File: src/rtl/led_pkg.sv
// Shared mode encoding and scan/breathe direction
// constants for the LED pattern generator.
package led_pkg;

  typedef enum logic [1:0] {
    MODE_OFF     = 2'd0,
    MODE_BINARY  = 2'd1,
    MODE_SCAN    = 2'd2,
    MODE_BREATHE = 2'd3
  } mode_e;

  localparam logic DIR_UP = 1'b1;
  localparam logic DIR_DN = 1'b0;

endpackage

File: src/rtl/led_prescaler.sv
// Free-running prescaler; tick is registered and
// high exactly while the counter holds all-ones.
module led_prescaler #(
  parameter int DIV_BITS = 22
) (
  input  logic                clk,
  input  logic                resetn,
  output logic [DIV_BITS-1:0] cnt,
  output logic                tick
);

  localparam logic [DIV_BITS-1:0] PRE = ~DIV_BITS'(1);

  always_ff @(posedge clk or negedge resetn) begin
    if (!resetn) begin
      cnt  <= '0;
      tick <= 1'b0;
    end else begin
      cnt  <= DIV_BITS'(cnt + 1);
      tick <= (cnt == PRE);
    end
  end

endmodule

File: src/rtl/led_pattern_gen.sv
// LED pattern generator: OFF / BINARY / SCAN / BREATHE,
// mode changes deferred to the next prescaler tick.
module led_pattern_gen
  import led_pkg::*;
#(
  parameter int N_LEDS   = 5,
  parameter int DIV_BITS = 22,
  parameter int PWM_BITS = 4
) (
  input  logic              clk,
  input  logic              resetn,
  input  logic [1:0]        mode_in,
  input  logic              mode_we,
  output logic [N_LEDS-1:0] led,
  output logic              tick,
  output logic [1:0]        mode
);

  localparam int PW = $clog2(N_LEDS);
  localparam logic [PW-1:0] LAST = PW'(N_LEDS - 1);

  logic [DIV_BITS-1:0] cnt;
  logic [PWM_BITS-1:0] pwm;
  mode_e               mode_q, mode_n, pend_mode;
  logic                pend_flag;
  logic [N_LEDS-1:0]   step_q, step_n, led_n;
  logic [PW-1:0]       pos_q, pos_n;
  logic                dir_q, dir_n;
  logic [PWM_BITS-1:0] bright_q, bright_n;

  led_prescaler #(
    .DIV_BITS(DIV_BITS)
  ) u_prescaler (
    .clk   (clk),
    .resetn(resetn),
    .cnt   (cnt),
    .tick  (tick)
  );

  assign pwm  = PWM_BITS'(cnt);
  assign mode = mode_q;

  always_comb begin
    mode_n   = mode_q;
    step_n   = step_q;
    pos_n    = pos_q;
    dir_n    = dir_q;
    bright_n = bright_q;
    if (tick) begin
      if (pend_flag) begin
        mode_n   = pend_mode;
        step_n   = '0;
        pos_n    = '0;
        dir_n    = DIR_UP;
        bright_n = '0;
      end else begin
        unique case (mode_q)
          MODE_OFF: ;
          MODE_BINARY:
            step_n = N_LEDS'(step_q + 1);
          MODE_SCAN: begin
            if (dir_q == DIR_UP && pos_q == LAST) begin
              pos_n = PW'(N_LEDS - 2);
              dir_n = DIR_DN;
            end else if (dir_q == DIR_DN && pos_q == '0) begin
              pos_n = PW'(1);
              dir_n = DIR_UP;
            end else if (dir_q == DIR_UP) begin
              pos_n = PW'(pos_q + 1);
            end else begin
              pos_n = PW'(pos_q - 1);
            end
          end
          MODE_BREATHE: begin
            // ends are held one extra tick while dir turns
            if (dir_q == DIR_UP) begin
              if (bright_q == '1) dir_n = DIR_DN;
              else bright_n = PWM_BITS'(bright_q + 1);
            end else begin
              if (bright_q == '0) dir_n = DIR_UP;
              else bright_n = PWM_BITS'(bright_q - 1);
            end
          end
        endcase
      end
    end
  end

  always_comb begin
    led_n = '0;
    unique case (mode_n)
      MODE_OFF:     led_n = '0;
      MODE_BINARY:  led_n = step_n;
      MODE_SCAN:    led_n = N_LEDS'(1) << pos_n;
      MODE_BREATHE: led_n = {N_LEDS{pwm < bright_n}};
    endcase
  end

  always_ff @(posedge clk or negedge resetn) begin
    if (!resetn) begin
      mode_q    <= MODE_BINARY;
      pend_mode <= MODE_OFF;
      pend_flag <= 1'b0;
      step_q    <= '0;
      pos_q     <= '0;
      dir_q     <= DIR_UP;
      bright_q  <= '0;
      led       <= '0;
    end else begin
      mode_q   <= mode_n;
      step_q   <= step_n;
      pos_q    <= pos_n;
      dir_q    <= dir_n;
      bright_q <= bright_n;
      led      <= led_n;
      if (mode_we) begin
        pend_mode <= mode_e'(mode_in);
        pend_flag <= 1'b1;
      end else if (tick) begin
        pend_flag <= 1'b0;
      end
    end
  end

endmodule
File: config.mk
export PLATFORM = sky130hd
export DESIGN_NAME = led_pattern_gen
export DESIGN_NICKNAME = d
export VERILOG_FILES = /design/src/rtl/led_pkg.sv /design/src/rtl/led_prescaler.sv /design/src/rtl/led_pattern_gen.sv
export SDC_FILE = /design/constraint.sdc
export NUM_CORES = 1
export LEC_CHECK = 0
export CAP_MARGIN = 15
export CORE_AREA = 2 2 67 69
export DETAILED_ROUTE_END_ITERATION = 12
export DIE_AREA = 0 0 69 71
export PLACE_DENSITY_LB_ADDON = 0.2
export SLEW_MARGIN = 5
export SYNTH_ARGS = -nofsm -noshare
export SYNTH_HDL_FRONTEND = slang
export SYNTH_SLANG_ARGS = --single-unit
File: constraint.sdc
create_clock -name clk -period 5.68 [get_ports clk]
set_clock_uncertainty 0.2 [all_clocks]
set_input_delay 0.568 -clock clk [delete_from_list [all_inputs] [get_ports clk]]
set_output_delay 0.568 -clock clk [all_outputs]
set_load 0.01 [all_outputs]
---- After elaboration in Yosys (flattened, before gate mapping) ----
Index checks and enable logic that the tools add are counted.
storage, ports and cells
  flip-flop bits (word level) ............. 46
  input port bits ......................... 5
  output and inout port bits .............. 8
  logic and storage cells ................. 64
operators by class
  add/subtract/negate cells ............... 6
  order comparisons ....................... 1
  equality and inequality tests ........... 10
  shift operators ......................... 1
  mux-type cells .......................... 27
  bitwise logic cells ..................... 1
  reduce and logical (&&, ||, !) cells .... 8
operators with widths
  kind                   number
  $mux 4                 6
  $add 22x1->22 const B  1
  $eq 22x22->1 const B   1
  $pmux 5 s4             1
  $mux 3                 6
  $mux 5                 3
  $eq 2x2->1 const B     4
  $mux 1                 8
  $add 5x1->5 const B    1
  $shl 1x3->5 const A    1
  $add 4x1->4 const B    1
  $eq 2x1->1 const B     2
  $eq 4x4->1 const B     1
  $logic_not 4->1        1
  $lt 4x4->1             1
  $mux 2                 2
  $ne 4x4->1 const B     1
  $sub 4x1->4 const B    1
  $add 3x1->3 const B    1
  $eq 3x3->1 const B     1
  $logic_not 3->1        1
  $reduce_and 3->1       1
  $reduce_bool 3->1      1
  $sub 3x1->3 const B    1
  5 further kinds        6

---- Logic depth before layout (Yosys ltp) ----
  depth after elaboration ................. 9
  mapped depth ............................ 12
  gate-level depth less buffers ........... 12

---- Modules after synthesis ----
Synthesis repeated with hierarchy kept, for this count alone.
unflattened totals
  cell total of the unflattened synthesis .. 256
  area, all modules ....................... 2,572.5 µm²
modules (own cells, without submodules)
  module           times used  cells each  area each (µm²)  seq. area each (µm²)
  led_pattern_gen  1           166         1,537.7          578.1
  led_prescaler    1           90          1,034.7          575.6

---- Worst setup path before layout ----
Ideal clock, no wire load.
  path kind ............................... register to register
  start point ............................. reg bright_q[0]
  end point ............................... reg led[0]
  setup time .............................. 0.140 ns
  arrival ................................. 2.191 ns
  setup slack ............................. 3.150 ns
  cell stages (with the launch flop) ...... 11
  buffers on the path ..................... 0
  period minus slack after synthesis ...... 2.530 ns
  cell sequence ........................... dfrtp_1 inv_1 ha_1 or4_1 a21oi_1 nor2_1 ha_1 o211ai_1 nand4_1 o41a_1 o221ai_1
between the ends
  longest elaborated chain between the ends .. 8
  elaborated cells on any way between the ends .. 12
  classes of those cells .................. add/sub (2); order compare (1); eq/ne (1); mux (7); reduce/logical (1)
ends and longest elaborated chain
  what                                 line                                          source
  start, declared                      led_pattern_gen.sv:29                         logic [PWM_BITS-1:0] bright_q, bright_n;
  start signal, assigned               led_pattern_gen.sv:114                        bright_q <= bright_n;
  $sub 4x1->4 (tied with other cells)  led_pattern_gen.sv:81                         else bright_n = PWM_BITS'(bright_q - 1);
  $mux 4 (on tied branches)            led_pattern_gen.sv:80, led_pattern_gen.sv:77
  $mux 4                               led_pattern_gen.sv:76                         if (dir_q == DIR_UP) begin
  $mux 4                               led_pattern_gen.sv:57                         unique case (mode_q)
  $mux 4                               led_pattern_gen.sv:50                         if (pend_flag) begin
  $mux 4 *                             led_pattern_gen.sv:49                         if (tick) begin
  $lt 4x4->1 *                         led_pattern_gen.sv:95                         MODE_BREATHE: led_n = {N_LEDS{pwm < bright_n}};
  $pmux 5 s4 *                         led_pattern_gen.sv:91                         unique case (mode_n)
  net led_n[0]                         led_pattern_gen.sv:26                         logic [N_LEDS-1:0] step_q, step_n, led_n;
  end signal, assigned                 led_pattern_gen.sv:115                        led <= led_n;
  end, declared                        led_pattern_gen.sv:14                         output logic [N_LEDS-1:0] led,
The timed path passes the listed nets; every way through them passes the cells marked *.
A chain may end at the register's enable or synchronous reset.

---- Worst setup path after layout ----
  start point ............................. reg u_prescaler.tick
  end point ............................... reg led[0]
between the ends
  longest elaborated chain between the ends .. 3
  elaborated cells on any way between the ends .. 11
  classes of those cells .................. order compare (1); eq/ne (3); shift (1); mux (5); reduce/logical (1)
ends and longest elaborated chain
  what                                line                   source
  start, declared                     led_prescaler.sv:9     output logic tick
  start signal, assigned              led_prescaler.sv:20    tick <= (cnt == PRE);
  $mux 4 (tied with other cells)      led_pattern_gen.sv:49
  $lt 4x4->1 (tied with other cells)  led_pattern_gen.sv:95
  $pmux 5 s4 *                        led_pattern_gen.sv:91
  net led_n[0]                        led_pattern_gen.sv:26
Marked as above.

==> qor.txt <==
Post-synth EDFFs - 0
layout cell share with drive strength beyond 1 - 0.0662
Post-Syn Area - 2560 sq um
Yosys reg bits - 46
GRT Total Usage - 0.219
n_diodes - 0
final wirelength - 4.91 mm
Chip Height - 71 um
wire per inst - 15.1 um
CTS resizes - 0
Post-synth top cells - dfrtp_1, nand2_1, xnor2_1
H-tree level count - 2
data arrival time of the worst path - 2970 ps
Syn Inst Count - 261
vias per std cell - 5.91
area share of the largest cell type after synthesis - 0.430
die extent in x - 69 um
CTS Buffer Depth - 2
Final Hold Fails - 0
Distinct cells, synth - 46
Main synth FF type - dfrtp_1
# Max-Cap Violations - 0
Slew Limit Fails - 0
FP Rows - 24
# IOs - 13
CTS Buf Count - 5
startpoint types - flop
status - finished clean
Area Overhead vs Synth - 8.36%
Final Hold Slack - 226 ps
TritonCTS clock tree - built
Least-Margin Pin Slew - 1000 ps
count leader, synth - dfrtp_1
Crit-path slowest cell - dfrtp_1
TritonRoute pass-1 iters - 4
Clock Sinks - 46
reg-to-reg setup timing slack - 2680 ps
Synth Net Count - 275
first-pass GRT wire length - 8.57 mm
worst reg-to-reg path cell count - 10
worst skew pair latency - 310 ps
final setup TNS - 0 ps
Power Dens Cells - 192 nW/um^2
Peak VDD IR - 0.177 mV
Root Driver - clkbuf_8
RSZ-0062 raised after global routing - no
Hold Buf Count CTS - 0
Worst path max stage delay - 780 ps
routability congestion estimate - 0.842
Clock transition at path regs - 80 ps
Routed Antenna Nets - 0
Die ar. - 4900 sq um
register area share after synthesis - 0.451
via count - 1,914
critical path required time - 5650 ps
initial core utilization - 0.609
endpoint type of the worst setup path - flop
Synth Warn # - 0
DRC Markers - 0
antenna violations before repair - 0
maximum clock rate - 0.333 GHz
Hold WC Path Type - input pin to async pin
beginning of the worst register-to-register path - u_prescaler.tick
post-synthesis async set-or-reset flop share - 1.00
critical path cell sequence - nor2b_1 -> o211ai_1 -> o21ai_0 -> a21boi_0 -> nor2_1 -> ha_1 -> o211ai_1 -> nand4_1 -> o41a_1 -> o221ai_1
period utilisation layout - 0.528
RR Endpoint - led[0]
Core Region - 4200 sq um
fin nets - 285
LEAKAGE - 1.20 nW
Post-Layout Cell Count - 324
GRT overflow - 0
Synth area leader - dfrtp_1
port bufs - 12
Final HPWL DP - 3.50 mm
CP max FO - 23
Mean Syn Cell Area - 9.81 sq um
largest cells by area after synthesis - dfrtp_1, xnor2_1, ha_1, nand2_1, nand3_1
# Post-CTS Setup Buffers - 0
vias in the first global route - 1,785
largest net degree at the start of global routing - 47
setup violators final - 0
CP Class - flop to flop
Starting DRT DRC Count - 150
Rel. slew slack - 0.333
Cells after DPL - 316
Most Frequent Cell on Critical Path - o211ai_1
Min Clock Period, post-route - 3000 ps
[critical path: cells and delay by family, from the launching register on]
| family | cells | cell delay, ps |
|---|---|---|
| AO/OA/AOI/OAI | 6 | 1070 |
| flip-flops | 1 | 780 |
| AND/OR/NAND/NOR | 3 | 540 |
| adder cells (fa/ha/maj) | 1 | 270 |
[state kept, by name, summed over array words and instances (netlist names)]
name / cells
mode: 2
led: 5
bright_q: 4
pos_q: 3
u_prescaler.tick: 1
dir_q: 1
pend_mode: 2
pend_flag: 1
step_q: 5
u_prescaler.cnt: 22
[through the flow]
| stage | cell area [sq um] | worst slack, ps | util | power [mW] |
|---|---|---|---|---|
| floorplan | 2560 | 3150 | - | 0.338 |
| global placement | 2690 | 2900 | 0.640 | 0.347 |
| detailed placement | 2690 | 2790 | 0.640 | 0.348 |
| CTS | 2770 | 2740 | 0.660 | 0.538 |
| global route | 2770 | 2350 | 0.660 | 0.551 |
| finish | 2770 | 2680 | 0.660 | 0.531 |
[cell families after synthesis]
logic type | count (synthesis) | share of synthesized area
buffers and inverters | 23 | 0.0396
adder cells (fa/ha/maj) | 9 | 0.0469
XOR/XNOR | 24 | 0.0821
AO/OA/AOI/OAI | 54 | 0.140
flip-flops | 46 | 0.451
AND/OR/NAND/NOR | 97 | 0.207
multiplexers | 8 | 0.0342
[per-layer routing]
| metal | up-vias | GRT usage | wire [um] |
|---|---|---|---|
| met5 | - | 0 | 0 |
| met4 | 0 | 0.0719 | 68 |
| met3 | 5 | 0.0470 | 206 |
| met2 | 38 | 0.324 | 2240 |
| met1 | 914 | 0.324 | 2400 |
| li1 | 957 | - | - |
[how the worst max path moves through the flow]
stage	from	to	slack [ps]	cells after the start
after floorplan	bright_q[0]	led[0]	3150	10
after global placement	u_prescaler.tick	led[1]	2900	10
after detailed placement	u_prescaler.tick	led[0]	2790	10
after CTS	u_prescaler.tick	led[0]	2740	10
after global routing	u_prescaler.tick	led[0]	2350	10
final	u_prescaler.tick	led[0]	2680	10
[power breakdown]
group / total, mW / internal (mW) / switching (mW)
clock: 0.191 / 0.0853 / 0.106
sequential: 0.330 / 0.329 / 0.00143
combinational: 0.0103 / 0.00351 / 0.00679
[cells in the final DEF (no fill, tap or decap), drive strengths merged, types with 3 or more instances in the layout]
| cell type | netlist | final |
|---|---|---|
| a32oi | 4 | 4 |
| nand3 | 16 | 16 |
| nor2b | 7 | 7 |
| ha | 8 | 8 |
| xnor2 | 17 | 17 |
| dfrtp | 44 | 44 |
| and2 | 5 | 5 |
| nand4 | 5 | 5 |
| a21oi | 13 | 13 |
| nor2 | 13 | 13 |
| o21ai | 14 | 14 |
| inv | 14 | 14 |
| xor2 | 7 | 7 |
| nor3 | 3 | 3 |
| clkdlybuf4s50 | 0 | 11 |
| mux2 | 6 | 6 |
| and3 | 8 | 8 |
| clkbuf | 1 | 6 |
| o211ai | 4 | 4 |
| and4 | 5 | 5 |
| nand2 | 23 | 23 |
| nand2b | 4 | 4 |
[cell type report]
cell class,instances,area [sq um]
fill,355,1430
multi-input combinational,192,1310
sequential,46,1150
timing repair buffer,12,115
clock buffer,6,72.6
tap,52,65.1
inverter,14,52.6
clock inverter,2,10.0
(Power assumes the default switching activity.)
